==> src/rtl/regread_sched.sv <==
// regread_sched: round-robin scheduler for one bank's asynchronous SRAM read port,
// with a one-entry tagged cache per requester that is invalidated by bank writes.
module regread_sched #(
  parameter int NPORT = 4,
  parameter int AW    = 8,
  parameter int DW    = 64
) (
  input  logic                clk,
  input  logic                reset_n,
  input  logic [NPORT-1:0]    req,
  input  logic [NPORT*AW-1:0] addr,
  output logic [NPORT-1:0]    rd_valid,
  output logic [NPORT*DW-1:0] rd_data,
  input  logic                flush,
  input  logic                we,
  input  logic [AW-1:0]       wa,
  output logic [AW-1:0]       sram_ra,
  input  logic [DW-1:0]       sram_rd
);
  localparam int PW = NPORT > 1 ? $clog2(NPORT) : 1;
  logic [AW-1:0]    addr_a [NPORT];
  logic [AW-1:0]    tag_q  [NPORT];
  logic [DW-1:0]    data_q [NPORT];
  logic [NPORT-1:0] cv_q, cv_d, pend_q, pend_d, hit, elig;
  logic [PW-1:0]    last_q, fill_port_q, gnt, idx;
  logic             gnt_v, fill_v_q, fill_ok;
  logic [AW-1:0]    sram_ra_q;
  assign elig     = req & ~hit & ~pend_q;
  assign rd_valid = hit;
  assign sram_ra  = sram_ra_q;
  // A write landing in the capture cycle means sram_rd is pre-write data.
  assign fill_ok  = ~(we && wa == sram_ra_q) & ~flush;
  for (genvar i = 0; i < NPORT; i++) begin : g_port
    logic fill_here;
    assign addr_a[i]              = addr[i*AW +: AW];
    assign hit[i]                 = cv_q[i] && tag_q[i] == addr_a[i];
    assign rd_data[i*DW +: DW]    = data_q[i];
    assign fill_here              = fill_v_q && fill_port_q == PW'(i);
    assign cv_d[i]                = fill_here ? fill_ok : cv_q[i] & ~(we && tag_q[i] == wa) & ~flush;
    assign pend_d[i]              = (pend_q[i] & ~fill_here) | (gnt_v && gnt == PW'(i));
  end
  always_comb begin
    gnt_v = 1'b0;
    gnt   = last_q;
    idx   = '0;
    for (int k = 1; k <= NPORT; k++) begin
      idx = PW'((int'(last_q) + k) % NPORT);
      if (!gnt_v && elig[idx]) begin
        gnt_v = 1'b1;
        gnt   = idx;
      end
    end
  end
  always_ff @(posedge clk or negedge reset_n) begin
    if (!reset_n) begin
      for (int k = 0; k < NPORT; k++) begin
        tag_q[k]  <= '0;
        data_q[k] <= '0;
      end
      cv_q        <= '0;
      pend_q      <= '0;
      last_q      <= PW'(NPORT - 1);
      fill_port_q <= '0;
      fill_v_q    <= 1'b0;
      sram_ra_q   <= '0;
    end else begin
      cv_q     <= cv_d;
      pend_q   <= pend_d;
      fill_v_q <= gnt_v;
      if (gnt_v) begin
        sram_ra_q   <= addr_a[gnt];
        fill_port_q <= gnt;
        last_q      <= gnt;
      end
      if (fill_v_q) begin
        tag_q[fill_port_q]  <= sram_ra_q;
        data_q[fill_port_q] <= sram_rd;
      end
    end
  end
endmodule

==> config.mk <==
export PLATFORM = sky130hd
export DESIGN_NAME = regread_sched
export DESIGN_NICKNAME = d
export VERILOG_FILES = /design/src/rtl/regread_sched.sv
export SDC_FILE = /design/constraint.sdc
export NUM_CORES = 1
export LEC_CHECK = 0
export BUFFER_PORTS_ARGS = -buffer_cell sky130_fd_sc_hd__clkbuf_2
export CORE_UTILIZATION = 45
export DETAILED_ROUTE_END_ITERATION = 6
export PLACE_DENSITY = 0.71
export SETUP_SLACK_MARGIN = 0.2
export SYNTH_ARGS = -nofsm -noshare
export SYNTH_HDL_FRONTEND = slang
export SYNTH_SLANG_ARGS = --single-unit
export TNS_END_PERCENT = 50
==> constraint.sdc <==
create_clock -name clk -period 2.7 [get_ports clk]
set_input_delay 0.405 -clock clk [delete_from_list [all_inputs] [get_ports clk]]
set_output_delay 0.405 -clock clk [all_outputs]
set_load 0.05 [all_outputs]
==> results.md, run 1 <==
- Status: complete, no violations
- DR WL/cell: between 20 and 25 um
- Buf+Inv Stages, Crit Path: 1
- Layout cells sized above 1: between 60 and 70%
- Die X: ~170 um
- Overflow after GRT: 0
- Seq cells post-synth: slightly above 300
- Crit-path max FO: 3
- Worst Hold Depth: 2
- Synth area leader: dfrtp_1
- Share of the core filled with cells: about three fifths
- R2r setup slk: 0.26 ns
- CP endpoint kind: output port
- Dpl cell area: between 0.015 and 0.02 sq mm
- Final Hold Vio Count: 0
- Slew Viols, Final: 0
- Post-Route WL: 33.2 mm
- Syn_nets: ~960
- Clk sinks: 309
- Starting Density: between 40% and 50%
- Hold endpoint: cv_q[3]
- DRC violation count after routing: 0
- Total die area: 0.0289 sq mm
- Clock-pin slew on the worst setup and hold paths: 0.06 ns
- First-pass GRT wire length: between 50 and 60 mm
- Post-Synthesis Cells: 844
- Worst EP arrival: 2.04 ns
- Die Ht: 170 um
- Vias/cell: 5.21
- RR Startpoint: tag_q[20]
- Vias in the first global route: between 8000 and 9000
- Slew at the pin closest to its max-slew limit: 0.663 ns
- Post-synth top area share: 60.4%
- ANT cells: 0
- IO Count: 380
- Fin crit share: 90.5%
- Row cnt: slightly above 60
- Slowest CP cell: dfrtp_1
- Pin count of the biggest net entering global routing: 68
- Post-place setup slack: 0.0394 ns
- Min setup slack post-route: between 0.2 and 0.3 ns
- Worst min-delay path class: primary input to flop
- Synth warnings: 0
- Post-synth EDFFs: 0
- Root Driver: clkbuf_16
- IO Port Bufs: 379
- Final setup vio count: 0
- Critical path type: flop to output port
- Synth top area cells: dfrtp_1, mux2_2, xor2_1
- R2R cell count: 8
- WP data required: between 2 and 2.5 ns
- Commonest non-fill, non-tap cells in the layout: clkbuf_2, dfrtp_1, mux2_2
- Clock Path Buffers: 3
- TritonCTS clock tree: yes
- Initial antenna violation count: 0
- Seq/Total Area, Yosys: between 60 and 70%
- Crit path from: tag_q[13]
- Commonest non-fill, non-tap cell in the layout: clkbuf_2
- Crit start category: flop
- Max-cap viol count: 0
- Routability Congestion: 0.907
- RSZ-0062 raised after global routing: yes
- Via count: around 8500
- Post-DP HPWL: ~24 mm
- CP top delay family: simple AND/OR/NAND/NOR gates
- Max Clock Skew: 0.0133 ns
- Setup TNS Final: 0 ns
- CTS buffer count: 34
- H-tree levels: 2
- Final instance area: about 0.016 sq mm
- Worst hold start: flush
- Ys flop type: dfrtp_1
- Gr usage total: 23.0%
- Post-Syn Area: 0.0127 sq mm
- Clk_lat worst skew: ~0.5 ns
- 1st-iter DRT viols: around 400
- CORE AREA: roughly 0.028 sq mm
- Worst R2R End: sram_ra[1]
- Achievable Freq: 409 MHz
- Async S/R FF share, synth: 100%
- Max_slew headroom: 55.7%
- Yosys cell types: 44
- Layout overhead on the synthesized area: 29.0%
- Layout net count: 1353
- Post-Syn Area per Cell: 15.1 sq um
- Critical Path Max Stage Delay: 0.41 ns
- Antenna Violating Nets Remaining: 0
- Fin crit period: approximately 2.4 ns
- DR pass1 iterations: 4
- Critical path cell sequence: xnor2_1, nand2_1, nor3_1, clkbuf_2
-- kinds of logic (layout without fill, tap and decap cells) --
group	count (synthesis)	after routing	synth area share [%]
AOI/OAI and AO/OA	37	37	2.77
buffers and inverters	53	470	1.72
DFF	309	309	60.8
xor gates and xnor gates	72	72	4.96
muxes	296	296	26.1
and+or+nand+nor	77	78	3.57
-- sequential cells by signal, indices dropped and copies added, names as in the netlist --
register / cells
rd_data: 256
tag_q: 32
sram_ra: 8
cv_q: 4
pend_q: 4
fill_port_q: 2
last_q: 2
fill_v_q: 1
-- worst reg2reg max path, stage by stage, from the launching register on --
cell and delay, ns:
dfrtp_1 0.41, xnor2_1 0.21, nand3_2 0.15, o31ai_4 0.31, buf_4 0.18, nor3b_4 0.05, or3_4 0.48, a2111oi_2 0.41
a311oi_1 0.09
-- stage by stage --
stage	hold WS, ns	std cells
after global placement	0.409	1577
after floorplan	0.109	844
after global routing	0.134	1640
after detailed placement	0.417	1577
final	0.129	1640
after CTS	0.100	1640
-- layer usage --
layer	global-route usage, %	part of all wire (%)	vias to the layer above
met1	27.4	39	4360
met5	0	0	-
li1	-	-	3799
met3	7.33	8.1	68
met4	7.95	3.0	0
met2	39.0	49	319
-- synthesized netlist by cell type, drive strengths merged (2+ instances only) --
cell type,n
and4,2
nand4,7
o31ai,3
a311oi,9
mux2i,8
buf,9
xor2,40
xnor2,32
nand2b,4
clkbuf,39
mux2,288
nand3b,2
nor3,8
o21ai,3
nand2,12
a21oi,6
nor2b,2
nor2,12
dfstp,2
nor4,6
o21a,2
dfrtp,307
nand3,9
nor3b,2
a2111oi,8
inv,5
nor4b,8
-- worst max path at each step --
stage | end | slack, ns | cells past startpoint
after detailed placement | sram_ra[1] | 0.04 | 8
after floorplan | sram_ra[7] | 0.31 | 9
final | rd_valid[2] | 0.26 | 4
after global placement | sram_ra[2] | 0.1 | 8
after global routing | rd_valid[0] | 0.16 | 4
after CTS | rd_valid[0] | 0.25 | 4
-- what timing repair did --
| item | CTS | global route |
|---|---|---|
| hold buffers | 1 | 0 |
| endpoints found under the setup margin | 8 | 10 |
| gates resized for setup | 1 | 2 |
| pin swaps | 1 | 0 |
| endpoints found under the hold margin | 60 | 0 |
| gates cloned | 1 | 0 |
| setup buffers | 4 | 0 |
-- area by class of cell --
cell class,instances,area [sq um]
inverters,5,18.8
repair buffers,408,2250
well taps,378,473
clock inverters,9,153
clock buffers,48,965
fillers,2299,11400
multi-input cells,483,4800
flip-flops and latches,309,7730
Power of run 1 is left out: the tool's default activity adds up to more than one toggle a clock period on the data nets, which glitch-free logic cannot reach.
==> inputs of run 2 (changes only) <==
--- a/config.mk
+++ b/config.mk
@@ -6,9 +6,8 @@
 export NUM_CORES = 1
 export LEC_CHECK = 0
 export BUFFER_PORTS_ARGS = -buffer_cell sky130_fd_sc_hd__clkbuf_2
-export CORE_UTILIZATION = 45
+export CORE_UTILIZATION = 30
 export DETAILED_ROUTE_END_ITERATION = 6
-export PLACE_DENSITY = 0.71
 export SETUP_SLACK_MARGIN = 0.2
 export SYNTH_ARGS = -nofsm -noshare
 export SYNTH_HDL_FRONTEND = slang
==> constraint.sdc (replaced) <==
create_clock -name clk -period 2.5 [get_ports clk]
set_input_delay 0.375 -clock clk [delete_from_list [all_inputs] [get_ports clk]]
set_output_delay 0.375 -clock clk [all_outputs]
set_load 0.05 [all_outputs]
==> results.md, run 2 (synthesis gave the netlist of run 1 again) <==
- Status: complete, no violations
- Row cnt: 75 (+23%)
- WP data required: 2.12 ns (-0.18 ns)
- Max Clock Skew: 0.0159 ns (+0.00261 ns)
- First-pass GRT wire length: 55.2 mm (+8.7%)
- Crit start category: flop
- Via count: 8644 (+1.1%)
- IO Port Bufs: 379 (unchanged)
- Die Ht: 208 um (+22%)
- Starting Density: 30.4% (-15 points)
- Vias/cell: 4.72 (-9.5%)
- Post-Route WL: 35.7 mm (+7.5%)
- Routability Congestion: 0.857 (-5.5%)
- Pin count of the biggest net entering global routing: 63 (-7.4%)
- Final setup vio count: 0 (unchanged)
- Root Driver: clkbuf_16
- Layout overhead on the synthesized area: 34.7%
- Total die area: 0.0432 sq mm (+49%)
- Commonest non-fill, non-tap cells in the layout: clkbuf_2, dfrtp_1, mux2_2
- CP endpoint kind: output port
- Max-cap viol count: 0 (unchanged)
- Setup TNS Final: 0 ns (unchanged)
- Final Hold Vio Count: 0 (unchanged)
- Slew Viols, Final: 0 (unchanged)
- DRC violation count after routing: 0 (unchanged)
- R2r setup slk: 0.10 ns (-0.16 ns)
- Commonest non-fill, non-tap cell in the layout: clkbuf_2
- H-tree levels: 2 (unchanged)
- Clk_lat worst skew: 0.53 ns (+0.03 ns)
- Clock-pin slew on the worst setup and hold paths: 0.06 ns (about the same)
- Worst min-delay path class: primary input to flop
- Crit-path max FO: 3 (unchanged)
- Clock Path Buffers: 3 (unchanged)
- Initial antenna violation count: 0 (unchanged)
- Antenna Violating Nets Remaining: 0 (unchanged)
- Final instance area: 0.0171 sq mm (+4.4%)
- IO Count: 380 (unchanged)
- Overflow after GRT: 0 (unchanged)
- Max reg flops: 256 (unchanged)
- Critical path type: flop to output port
- Max_slew headroom: 59.3% (+3.6 points)
- Layout net count: 1387 (+2.5%)
- TritonCTS clock tree: yes
- ANT cells: 0 (unchanged)
- Post-DP HPWL: 25.2 mm (+6.8%)
- DR WL/cell: 19.5 um (-3.8%)
- Vias in the first global route: 9365 (+4.2%)
- Dpl cell area: 0.0157 sq mm (+3.4%)
- Achievable Freq: roughly 410 MHz
- Min Hold Slack: 0.112 ns (-0.0169 ns)
- 1st-iter DRT viols: 291 (-27%)
- Worst EP arrival: 2.05 ns (about the same)
- DR pass1 iterations: 4 (unchanged)
- CORE AREA: 0.0419 sq mm (+51%)
- Layout cells sized above 1: 63.5% (+2.9 points)
- Slew at the pin closest to its max-slew limit: 0.611 ns (-0.0527 ns)
- Clk sinks: 309 (unchanged)
- Fin crit share: around 97%
- CTS buffer count: 35 (+2.9%)
- RSZ-0062 raised after global routing: yes
- Gr usage total: 16.5% (-6.5 points)
- Fin crit period: 2.43 ns
- Die X: 208 um (+22%)
run 2: changes by cell type in the layout (fill, tap and decap cells not counted), sizes merged:
| cell | delta |
|---|---|
| clkinvlp | +3 |
| clkinv | +4 |
| buf | +30 |
| or3 | +1 |
| clkbuf | -1 |
| bufinv | -3 |
| inv | -2 |
run 2: path summary, 6_finish.rpt:
kind,from,end,cells after the start
worst max-delay path,tag_q[31],rd_valid[0],4
worst min-delay path,flush,cv_q[1],2
worst max register to register,tag_q[31],sram_ra[1],7
worst min register to register,pend_q[3],pend_q[3],2
max in group asynchronous,reset_n,last_q[0],3
min in group asynchronous,reset_n,rd_data[174],2
run 2: area by class of cell:
cell class | instances | area, sq um
Tap cell | 539 | 674
Timing Repair Buffer | 438 | 2510
Clock buffer | 47 | 1030
Multi-Input combinational cell | 484 | 5050
Fill cell | 3965 | 24700
Inverter | 5 | 25.0
Sequential cell | 309 | 7730
Clock inverter | 9 | 77.6
Timing Repair inverter | 2 | 15.0
run 2: through the flow:
step	utilization (%)	instances	setup WS [ns]
floorplan	-	844	0.192
CTS	40.6	1828	0.144
finish	40.9	1833	0.0724
global placement	37.6	1764	-0.0808
global route	40.9	1833	-0.00539
detailed placement	37.6	1764	-0.121
run 2: routing by layer:
metal / share of wire [%] / global-route usage, % / wire length [um]
met1: 41 / 20.2 / 14600
met5: 0 / 0 / 0
met4: 2.5 / 6.10 / 907
met2: 50 / 27.9 / 17800
met3: 6.8 / 4.27 / 2430
run 2: timing repair:
item                       in CTS  in global routing
setup endpoints to repair      17                 18
pin swaps                      17                 23
hold endpoints to repair       51                  0
setup buffers                   5                  3
hold buffers                    1                  0
cloned                          2                  2
gates resized for setup        16                 21
run 2: worst max-delay path: stages, from the launching register on:
cell and delay, ns:
dfrtp_1 0.44, xnor2_1 0.18, nand4_1 0.23, nor3_1 0.37, clkbuf_4 0.31
Power of run 2 is left out for the same reason.
